File: src/rtl/serial_adder_ctrl.sv
// Bit-serial adder: one full_adder is reused for every operand bit, LSB first.
// The controller owns the operand shift registers, the carry flop, the bit
// counter and the start/busy/done handshake.

module full_adder (
  input  logic a,
  input  logic b,
  input  logic cin,
  output logic sum,
  output logic carry
);

  assign sum   = a ^ b ^ cin;
  assign carry = (a & b) | (cin & (a ^ b));

endmodule

// state | meaning
// IDLE  | waiting for a request
// RUN   | one operand bit added per cycle
// DONE  | single cycle, sum/cout freshly valid
module serial_adder_ctrl #(
  parameter int WIDTH = 8
) (
  input  logic             clk,
  input  logic             rst,
  input  logic             start,
  input  logic [WIDTH-1:0] a,
  input  logic [WIDTH-1:0] b,
  input  logic             cin,
  output logic             busy,
  output logic             done,
  output logic [WIDTH-1:0] sum,
  output logic             cout
);

  localparam int CW = (WIDTH > 1) ? $clog2(WIDTH) : 1;
  localparam logic [CW-1:0] CNT_LAST = CW'(WIDTH - 1);

  typedef enum logic [1:0] {
    IDLE = 2'd0,
    RUN  = 2'd1,
    DONE = 2'd2
  } state_t;

  state_t state, state_nx;

  logic [WIDTH-1:0] a_sr, b_sr, res_sr;
  logic [WIDTH-1:0] a_sr_sh, b_sr_sh, res_nx;
  logic             carry_q;
  logic [CW-1:0]    cnt;
  logic             fa_sum, fa_carry;
  logic             load, last_bit;

  full_adder u_fa (
    .a     (a_sr[0]),
    .b     (b_sr[0]),
    .cin   (carry_q),
    .sum   (fa_sum),
    .carry (fa_carry)
  );

  assign last_bit = (state == RUN) && (cnt == CNT_LAST);
  assign busy     = (state == RUN);
  assign done     = (state == DONE);

  // Next-state decode; load marks the edge that samples a new request.
  always_comb begin
    state_nx = state;
    load     = 1'b0;
    case (state)
      IDLE: begin
        if (start) begin
          state_nx = RUN;
          load     = 1'b1;
        end
      end
      RUN: begin
        if (last_bit) state_nx = DONE;
      end
      DONE: begin
        if (start) begin
          state_nx = RUN;
          load     = 1'b1;
        end else begin
          state_nx = IDLE;
        end
      end
      default: state_nx = IDLE;
    endcase
  end

  // Shift values for one RUN step; written as shifts so WIDTH=1 needs no special case.
  always_comb begin
    a_sr_sh = a_sr >> 1;
    b_sr_sh = b_sr >> 1;
    res_nx  = res_sr >> 1;
    res_nx[WIDTH-1] = fa_sum;
  end

  // State register.
  always_ff @(posedge clk or posedge rst) begin
    if (rst) state <= IDLE;
    else     state <= state_nx;
  end

  // Operand/result shift registers, carry flop and bit counter.
  always_ff @(posedge clk or posedge rst) begin
    if (rst) begin
      a_sr    <= '0;
      b_sr    <= '0;
      res_sr  <= '0;
      carry_q <= 1'b0;
      cnt     <= '0;
    end else if (load) begin
      a_sr    <= a;
      b_sr    <= b;
      res_sr  <= '0;
      carry_q <= cin;
      cnt     <= '0;
    end else if (state == RUN) begin
      a_sr    <= a_sr_sh;
      b_sr    <= b_sr_sh;
      res_sr  <= res_nx;
      carry_q <= fa_carry;
      cnt     <= cnt + CW'(1);
    end
  end

  // Result outputs only update on the edge that processes the last bit.
  always_ff @(posedge clk or posedge rst) begin
    if (rst) begin
      sum  <= '0;
      cout <= 1'b0;
    end else if (last_bit) begin
      sum  <= res_nx;
      cout <= fa_carry;
    end
  end

endmodule

File: config.mk
export PLATFORM = sky130hd
export DESIGN_NAME = serial_adder_ctrl
export DESIGN_NICKNAME = d
export VERILOG_FILES = /design/src/rtl/serial_adder_ctrl.sv
export SDC_FILE = /design/constraint.sdc
export NUM_CORES = 1
export LEC_CHECK = 0
export CAP_MARGIN = 20
export CORE_UTILIZATION = 55
export DETAILED_ROUTE_END_ITERATION = 8
export PLACE_DENSITY = 0.83
export SYNTH_ARGS = -nofsm -noshare
export SYNTH_HDL_FRONTEND = slang
export SYNTH_SLANG_ARGS = --single-unit
File: constraint.sdc
create_clock -name clk -period 2.7 [get_ports clk]
set_input_delay 0.54 -clock clk [delete_from_list [all_inputs] [get_ports clk]]
set_output_delay 0.54 -clock clk [all_outputs]
set_load 0.03 [all_outputs]
==> summary.txt, run 1 <==
Outcome
  – Status: complete, but fails checks
  – Failing checks: DRC

Route
  – Avg WL per Cell: 16.3 um
  – Total Wirelength: 3.15 mm
  – Initial drt markers: 53
  – Antenna viol nets, final: 0
  – DR vias: 1111
  – Residual DRC: 2
  – Number of vias per cell: 5.73
  – 1st-pass router iterations: 6

Floorplan
  – Rows: 19
  – Area of the core: 2810 um^2
  – Starting density of the core: 0.591
  – Die ar.: 3240 um^2
  – Overall die height: 56.9 um
  – Die width: 56.9 um
  – IO Count: 31

Setup path
  – R2R Path End: b_sr[3]
  – CP Launch Type: flip-flop
  – Setup crit end kind: primary output
  – Reg2Reg Setup Slack: 1140 ps
  – Worst endpoint required time: 2160 ps
  – RR Startpoint: state[0]
  – Critical-path maximum fanout: 16
  – Setup CP Type: reg2out
  – R2R depth: 3
  – Crit path arrival time: 1980 ps

Min path
  – Hold path endpoint: sum[2]
  – Hold Path Class: reg2reg
  – Hold depth: 1
  – Hold_sp: sum[2]

STA
  – Worst Max-Slew Pin Slew: 602 ps
  – Fin crit period: 2520 ps
  – Fin. Hold Viols: 0
  – Slew margin rel.: 0.599
  – PnR worst setup slack: 181 ps
  – Fin. max-slew vios: 0
  – Setup TNS: 0 ps
  – Final period util: 0.933
  – Max Fclk: 397 MHz
  – Clock Skews: 10.8 ps
  – Setup Viol. Count Final: 0
  – RSZ-0062 raised after global routing: false
  – Hold slack: 519 ps

Synthesis
  – Synth Warn #: 0
  – Seq/Total Area, Yosys: 0.573
  – Yosys cell types: 24
  – Area share of the largest cell type after synthesis: 0.573
  – Synth Area per Inst: 12.7 um^2
  – Synth top area cells: dfrtp_1 57%, mux2_4 8.1%, a22o_1 5.8%
  – Post-Synthesis Cells: 131
  – Post-synthesis register bit count: 38
  – Synthesized area: 1660 um^2
  – Mapped Nets: 154
  – Largest area contributor in the netlist: dfrtp_1

Clocking
  – TritonCTS clock tree: yes
  – CTS Buffer Depth: 2
  – PostCTS Resize Cnt: 0
  – Htree depth: 2
  – Skew-Pair Late Insertion Delay: 350 ps
  – Hold-fix buffers at CTS: 0
  – Root Driver: clkbuf_4
  – Worst-path clk slew: 110 ps
  – Num CTS Buffers: 5
  – Setup Fix Bufs, Post-CTS: 0
  – Clock net sink count: 38

Global route
  – Global-route wire length before repair: 5.47 mm
  – Number of global-route vias before repair: 1174
  – Initial antenna violation count: 0
  – GRT Total Usage: 0.227
  – Largest net degree at the start of global routing: 39
  – Grt ovf: 0

Pwr
  – Pwr/cell area: 1210 nW/um^2
  – Final Power: 2.49 mW
  – Worst vdd ir: 0.600 mV
  – Leak pwr: 0.995 nW

Final layout
  – Nets: 185
  – Fillers: 193
  – Final std cells w/o fill: 194
  – Sequential cell area: 951 um^2
  – Footprint of the multi-input gates: 568 um^2
  – Most frequent cells in the layout: 38 x dfrtp_1, 30 x clkdlybuf4s50_1, 17 x inv_1, 15 x a21oi_1, 14 x o22ai_1
  – Commonest non-fill, non-tap cell in the layout: dfrtp_1
  – Design Area, Final: 2060 um^2
  – Antenna Cells: 0
  – Area Growth Syn to Fin: 24.4%
  – Fin util: 0.736
  – Share of layout cells above drive strength 1: 0.147

Placed design
  – Number of buffers added on ports: 30
  – Area after DPL: 1950 um^2
  – Placed cell count: 186
  – Pre-CTS WS: 572 ps
  – GPL Wtd Cong: 0.770
  – HPWL Detailed: 2.10 mm

Flow run
  – Maxcap violations: 0
per-layer routing:
metal,share of wire,global-route usage
met5,0,0
met4,0.019,0.111
met3,0.039,0.0461
met2,0.51,0.380
met1,0.43,0.281
state kept, by name, indices dropped and copies added, names as in the netlist:
signal   count
cnt          3
cout         1
a_sr         8
b_sr         8
carry_q      1
res_sr       7
sum          8
state        2
critical path, stage by stage (launching register included):
cell	delay, ps
dfrtp_1	590
nand2b_4	230
inv_12	140
clkdlybuf4s50_1	670
worst max-delay path by stage:
stage	from	end	slack, ps	cells after the start
detailed placement	state[0]	busy	570	3
global route	state[0]	busy	50	3
finish	state[0]	busy	180	3
CTS	state[0]	busy	170	3
global placement	state[0]	busy	620	3
floorplan	state[0]	done	1160	2
where the power goes:
group	internal [mW]	total [mW]	switching, mW
registers	0.815	1.00	0.186
clock network	0.314	0.499	0.185
logic	0.485	0.990	0.505
Yosys cell counts (all sizes together):
cell type,n
a21o,1
a21oi,15
fa,1
ha,2
mux2i,2
o22ai,14
mux2,10
nand2b,2
a22o,11
dfrtp,38
buf,8
xnor2,1
nor2,1
a211oi,1
nand2,1
nand3,1
inv,18
o21ai,2
nor2b,2
cell families (layout without fill, tap and decap cells):
family,Yosys count,in the layout,synth area share
compound gates,44,44,0.171
xor+xnor,1,1,0.00528
fa+ha+maj,3,3,0.0271
buf+inv,26,58,0.0845
flops,38,38,0.573
mux,12,12,0.100
simple gates,7,7,0.0385
area by class of cell:
| cell class | instances | share of cell area |
|---|---|---|
| tap | 31 | 0.0188 |
| sequential | 38 | 0.461 |
| clock buffer | 6 | 0.0248 |
| clock inverter | 2 | 0.0291 |
| timing repair buffer | 32 | 0.153 |
| multi-input combinational | 67 | 0.275 |
| inverter | 18 | 0.0388 |
Note: power is estimated with default switching activity, not from simulation.
==> inputs of run 2 (changes only) <==
--- a/config.mk
+++ b/config.mk
@@ -8,7 +8,8 @@
 export CAP_MARGIN = 20
 export CORE_UTILIZATION = 55
 export DETAILED_ROUTE_END_ITERATION = 8
-export PLACE_DENSITY = 0.83
+export PLACE_DENSITY = 0.82
 export SYNTH_ARGS = -nofsm -noshare
 export SYNTH_HDL_FRONTEND = slang
+export SYNTH_HIERARCHICAL = 1
 export SYNTH_SLANG_ARGS = --single-unit
==> constraint.sdc (replaced) <==
create_clock -name clk -period 3.03 [get_ports clk]
set_input_delay 0.606 -clock clk [delete_from_list [all_inputs] [get_ports clk]]
set_output_delay 0.606 -clock clk [all_outputs]
set_load 0.03 [all_outputs]
==> run 2 against run 1 <==
The run still ends with DRC left. Global-route usage decreased by 0.35 points. Worst setup slack improved by 420 ps. Die area increased by 2.5%. Clock power decreased by 51%. Clock skew decreased by 7.5 ps. Critical endpoint unchanged. Utilization decreased by 1.5 points. Via count increased by 3.8%.
==> summary.txt, run 2 <==
Clocking
  – Worst-path clk slew: 100 ps (was 110 ps)
  – Root Driver: clkbuf_4 (unchanged)
  – Htree depth: 2 (unchanged)
  – Skew-Pair Late Insertion Delay: 350 ps (about the same)
  – TritonCTS clock tree: yes (unchanged)
  – Clock net sink count: 38 (unchanged)
  – Num CTS Buffers: 5 (unchanged)
  – Hold-fix buffers at CTS: 0 (unchanged)
  – Setup Fix Bufs, Post-CTS: 0 (unchanged)
  – CTS Buffer Depth: 2 (unchanged)
  – PostCTS Resize Cnt: 0 (unchanged)

Setup path
  – CP Launch Type: flip-flop (unchanged)
  – Worst Setup SP: state[1] (was state[0])
  – R2R depth: 4 (was 3)
  – Setup CP Type: reg2out (unchanged)
  – RR Startpoint: cnt[0] (was state[0])
  – Worst endpoint required time: 2420 ps (was 2160 ps)
  – Reg2Reg Setup Slack: 1480 ps (was 1140 ps)
  – R2R Path End: sum[1] (was b_sr[3])
  – Critical-path maximum fanout: 13 (was 16)
  – Crit path arrival time: 1820 ps (was 1980 ps)
  – Critical Path Sink: busy (unchanged)
  – Setup crit end kind: primary output (unchanged)

Pwr
  – Leak pwr: 0.926 nW (was 0.995 nW)
  – Worst vdd ir: 0.491 mV (was 0.600 mV)
  – Final Power: 2.06 mW (was 2.49 mW)
  – Pwr/cell area: 1000 nW/um^2 (was 1210 nW/um^2)

Outcome
  – Failing checks: DRC (unchanged)
  – Status: complete, but fails checks (unchanged)

Synthesis
  – Yosys cell types: 25 (was 24)
  – Largest area contributor in the netlist: dfrtp_1 (unchanged)
  – Count leader, synth: dfrtp_1 (unchanged)
  – Synthesized area: 1700 um^2 (was 1660 um^2)
  – Ys async rst share: 1.00 (unchanged)
  – Seq/Total Area, Yosys: 0.559 (was 0.573)
  – Commonest cells in the netlist: 38 x dfrtp_1, 13 x inv_1, 11 x mux2_2, 11 x o22ai_1 (was 38 x dfrtp_1, 17 x inv_1, 15 x a21oi_1)
  – Number of synthesized flops with an enable pin: 0 (unchanged)
  – Post-Synthesis Cells: 136 (was 131)
  – Area share of the largest cell type after synthesis: 0.559 (was 0.573)
  – Main synth FF type: dfrtp_1 (unchanged)
  – Synth Warn #: 6 (was 0)
  – Mapped Nets: 159 (was 154)
  – Synth top area cells: dfrtp_1 56%, mux2_2 7.3%, a21oi_2 5.1% (was dfrtp_1 57%, mux2_4 8.1%, a22o_1 5.8%)
  – Post-synthesis register bit count: 38 (unchanged)
  – Synth Area per Inst: 12.5 um^2 (was 12.7 um^2)

Final layout
  – Most frequent cells in the layout: 38 x dfrtp_1, 30 x clkdlybuf4s50_1, 13 x inv_1, 11 x o22ai_1, 11 x mux2_2 (was 38 x dfrtp_1, 30 x clkdlybuf4s50_1, 17 x inv_1, 15 x a21oi_1, 14 x o22ai_1)
  – Area Growth Syn to Fin: 20.8% (was 24.4%)
  – Fin util: 0.721 (was 0.736)
  – Final std cells w/o fill: 200 (was 194)
  – Nets: 192 (was 185)
  – Design Area, Final: 2060 um^2 (about the same)
  – Share of layout cells above drive strength 1: 0.201 (was 0.147)
  – Commonest non-fill, non-tap cell in the layout: dfrtp_1 (unchanged)
  – Biggest regs: a_sr: 8 flops, b_sr: 8 flops, sum: 8 flops (unchanged)
  – Antenna Cells: 0 (unchanged)

Flow run
  – Maxcap violations: 0 (unchanged)

Route
  – Initial drt markers: 20 (was 53)
  – Antenna viol nets, final: 0 (unchanged)
  – Number of vias per cell: 5.77 (was 5.73)
  – DR vias: 1153 (was 1111)
  – 1st-pass router iterations: 6 (unchanged)
  – Residual DRC: 1 (was 2)
  – Total Wirelength: 3.07 mm (was 3.15 mm)
  – Avg WL per Cell: 15.3 um (was 16.3 um)

Placed design
  – GPL Wtd Cong: 0.710 (was 0.770)
  – Placed cell count: 193 (was 186)
  – Area after DPL: 2010 um^2 (was 1950 um^2)
  – Pre-CTS WS: 770 ps (was 572 ps)
  – Number of buffers added on ports: 30 (unchanged)
  – HPWL Detailed: 2.16 mm (was 2.10 mm)

STA
  – Final period util: 0.801
  – Fin crit period: 2430 ps
  – Hold slack: 517 ps (was 519 ps)
  – Setup TNS: 0 ps (unchanged)
  – Fin. max-slew vios: 0 (unchanged)
  – Max Fclk: 412 MHz
  – Clock Skews: 3.29 ps (was 10.8 ps)
  – PnR worst setup slack: 603 ps (was 181 ps)
  – Slew margin rel.: 0.664 (was 0.599)
  – RSZ-0062 raised after global routing: false (unchanged)
  – Fin. Hold Viols: 0 (unchanged)
  – Setup Viol. Count Final: 0 (unchanged)
  – Worst Max-Slew Pin Slew: 503 ps (was 602 ps)

Floorplan
  – Die ar.: 3320 um^2 (was 3240 um^2)
  – Rows: 19 (unchanged)
  – Area of the core: 2850 um^2 (was 2810 um^2)
  – IO Count: 31 (unchanged)
  – Starting density of the core: 0.596 (was 0.591)
  – Die width: 57.6 um (was 56.9 um)
  – Overall die height: 57.6 um (was 56.9 um)

Global route
  – Grt ovf: 0 (unchanged)
  – Global-route wire length before repair: 5.35 mm (was 5.47 mm)
  – Initial antenna violation count: 0 (unchanged)
  – Number of global-route vias before repair: 1203 (was 1174)
  – Largest net degree at the start of global routing: 26 (was 39)
  – GRT Total Usage: 0.224 (was 0.227)

Min path
  – Hold Path Class: reg2reg (unchanged)
  – Hold depth: 1 (unchanged)
-- run 2: changes by cell type after synthesis, sizes merged, moves of 2 or more --
cell / change
a211oi: +3
buf: -2
clkbuf: +2
inv: -4
mux2i: +4
nor2b: +3
o22ai: -3
-- run 2: cell type report --
| cell class | instances | area (um^2) |
|---|---|---|
| Multi-Input combinational cell | 76 | 638 |
| Tap cell | 31 | 38.8 |
| Clock buffer | 7 | 45.0 |
| Inverter | 14 | 52.6 |
| Fill cell | 229 | 797 |
| Timing Repair Buffer | 34 | 330 |
| Sequential cell | 38 | 951 |
-- run 2: routing by layer --
metal | part of all wire | wire, um | global-route usage | up-vias
met5 | 0 | 0 | 0 | -
met4 | 0.020 | 61 | 0.105 | 0
met3 | 0.044 | 136 | 0.0737 | 5
met2 | 0.49 | 1490 | 0.355 | 27
met1 | 0.45 | 1380 | 0.278 | 572
li1 | - | - | - | 549
-- run 2: worst min path at each step --
stage	slack (ps)	end	start
floorplan	470	res_sr[1]	res_sr[1]
global placement	490	sum[5]	sum[5]
detailed placement	500	cout	cout
CTS	520	sum[0]	sum[0]
global route	540	sum[1]	sum[1]
finish	520	sum[7]	sum[7]
-- run 2: logic make-up after synthesis --
logic type / after synthesis / share of synthesized area
AO/OA/AOI/OAI: 44 / 0.189
flip-flops: 38 / 0.559
buffers and inverters: 22 / 0.0662
multiplexers: 17 / 0.108
AND/OR/NAND/NOR: 11 / 0.0463
adder cells (fa/ha/maj): 3 / 0.0265
XOR/XNOR: 1 / 0.00515
-- run 2: critical path, stage by stage (launching register included) --
cell and delay, ps:
dfrtp_1 390, nand2b_4 210, inv_2 180, clkdlybuf4s50_1 700
-- run 2: report_power, final --
group          internal [mW]  total, mW  switching [mW]
sequential             0.731      0.881           0.149
clock                 0.0875      0.244           0.157
combinational          0.449      0.934           0.485
total                   1.27       2.06           0.790
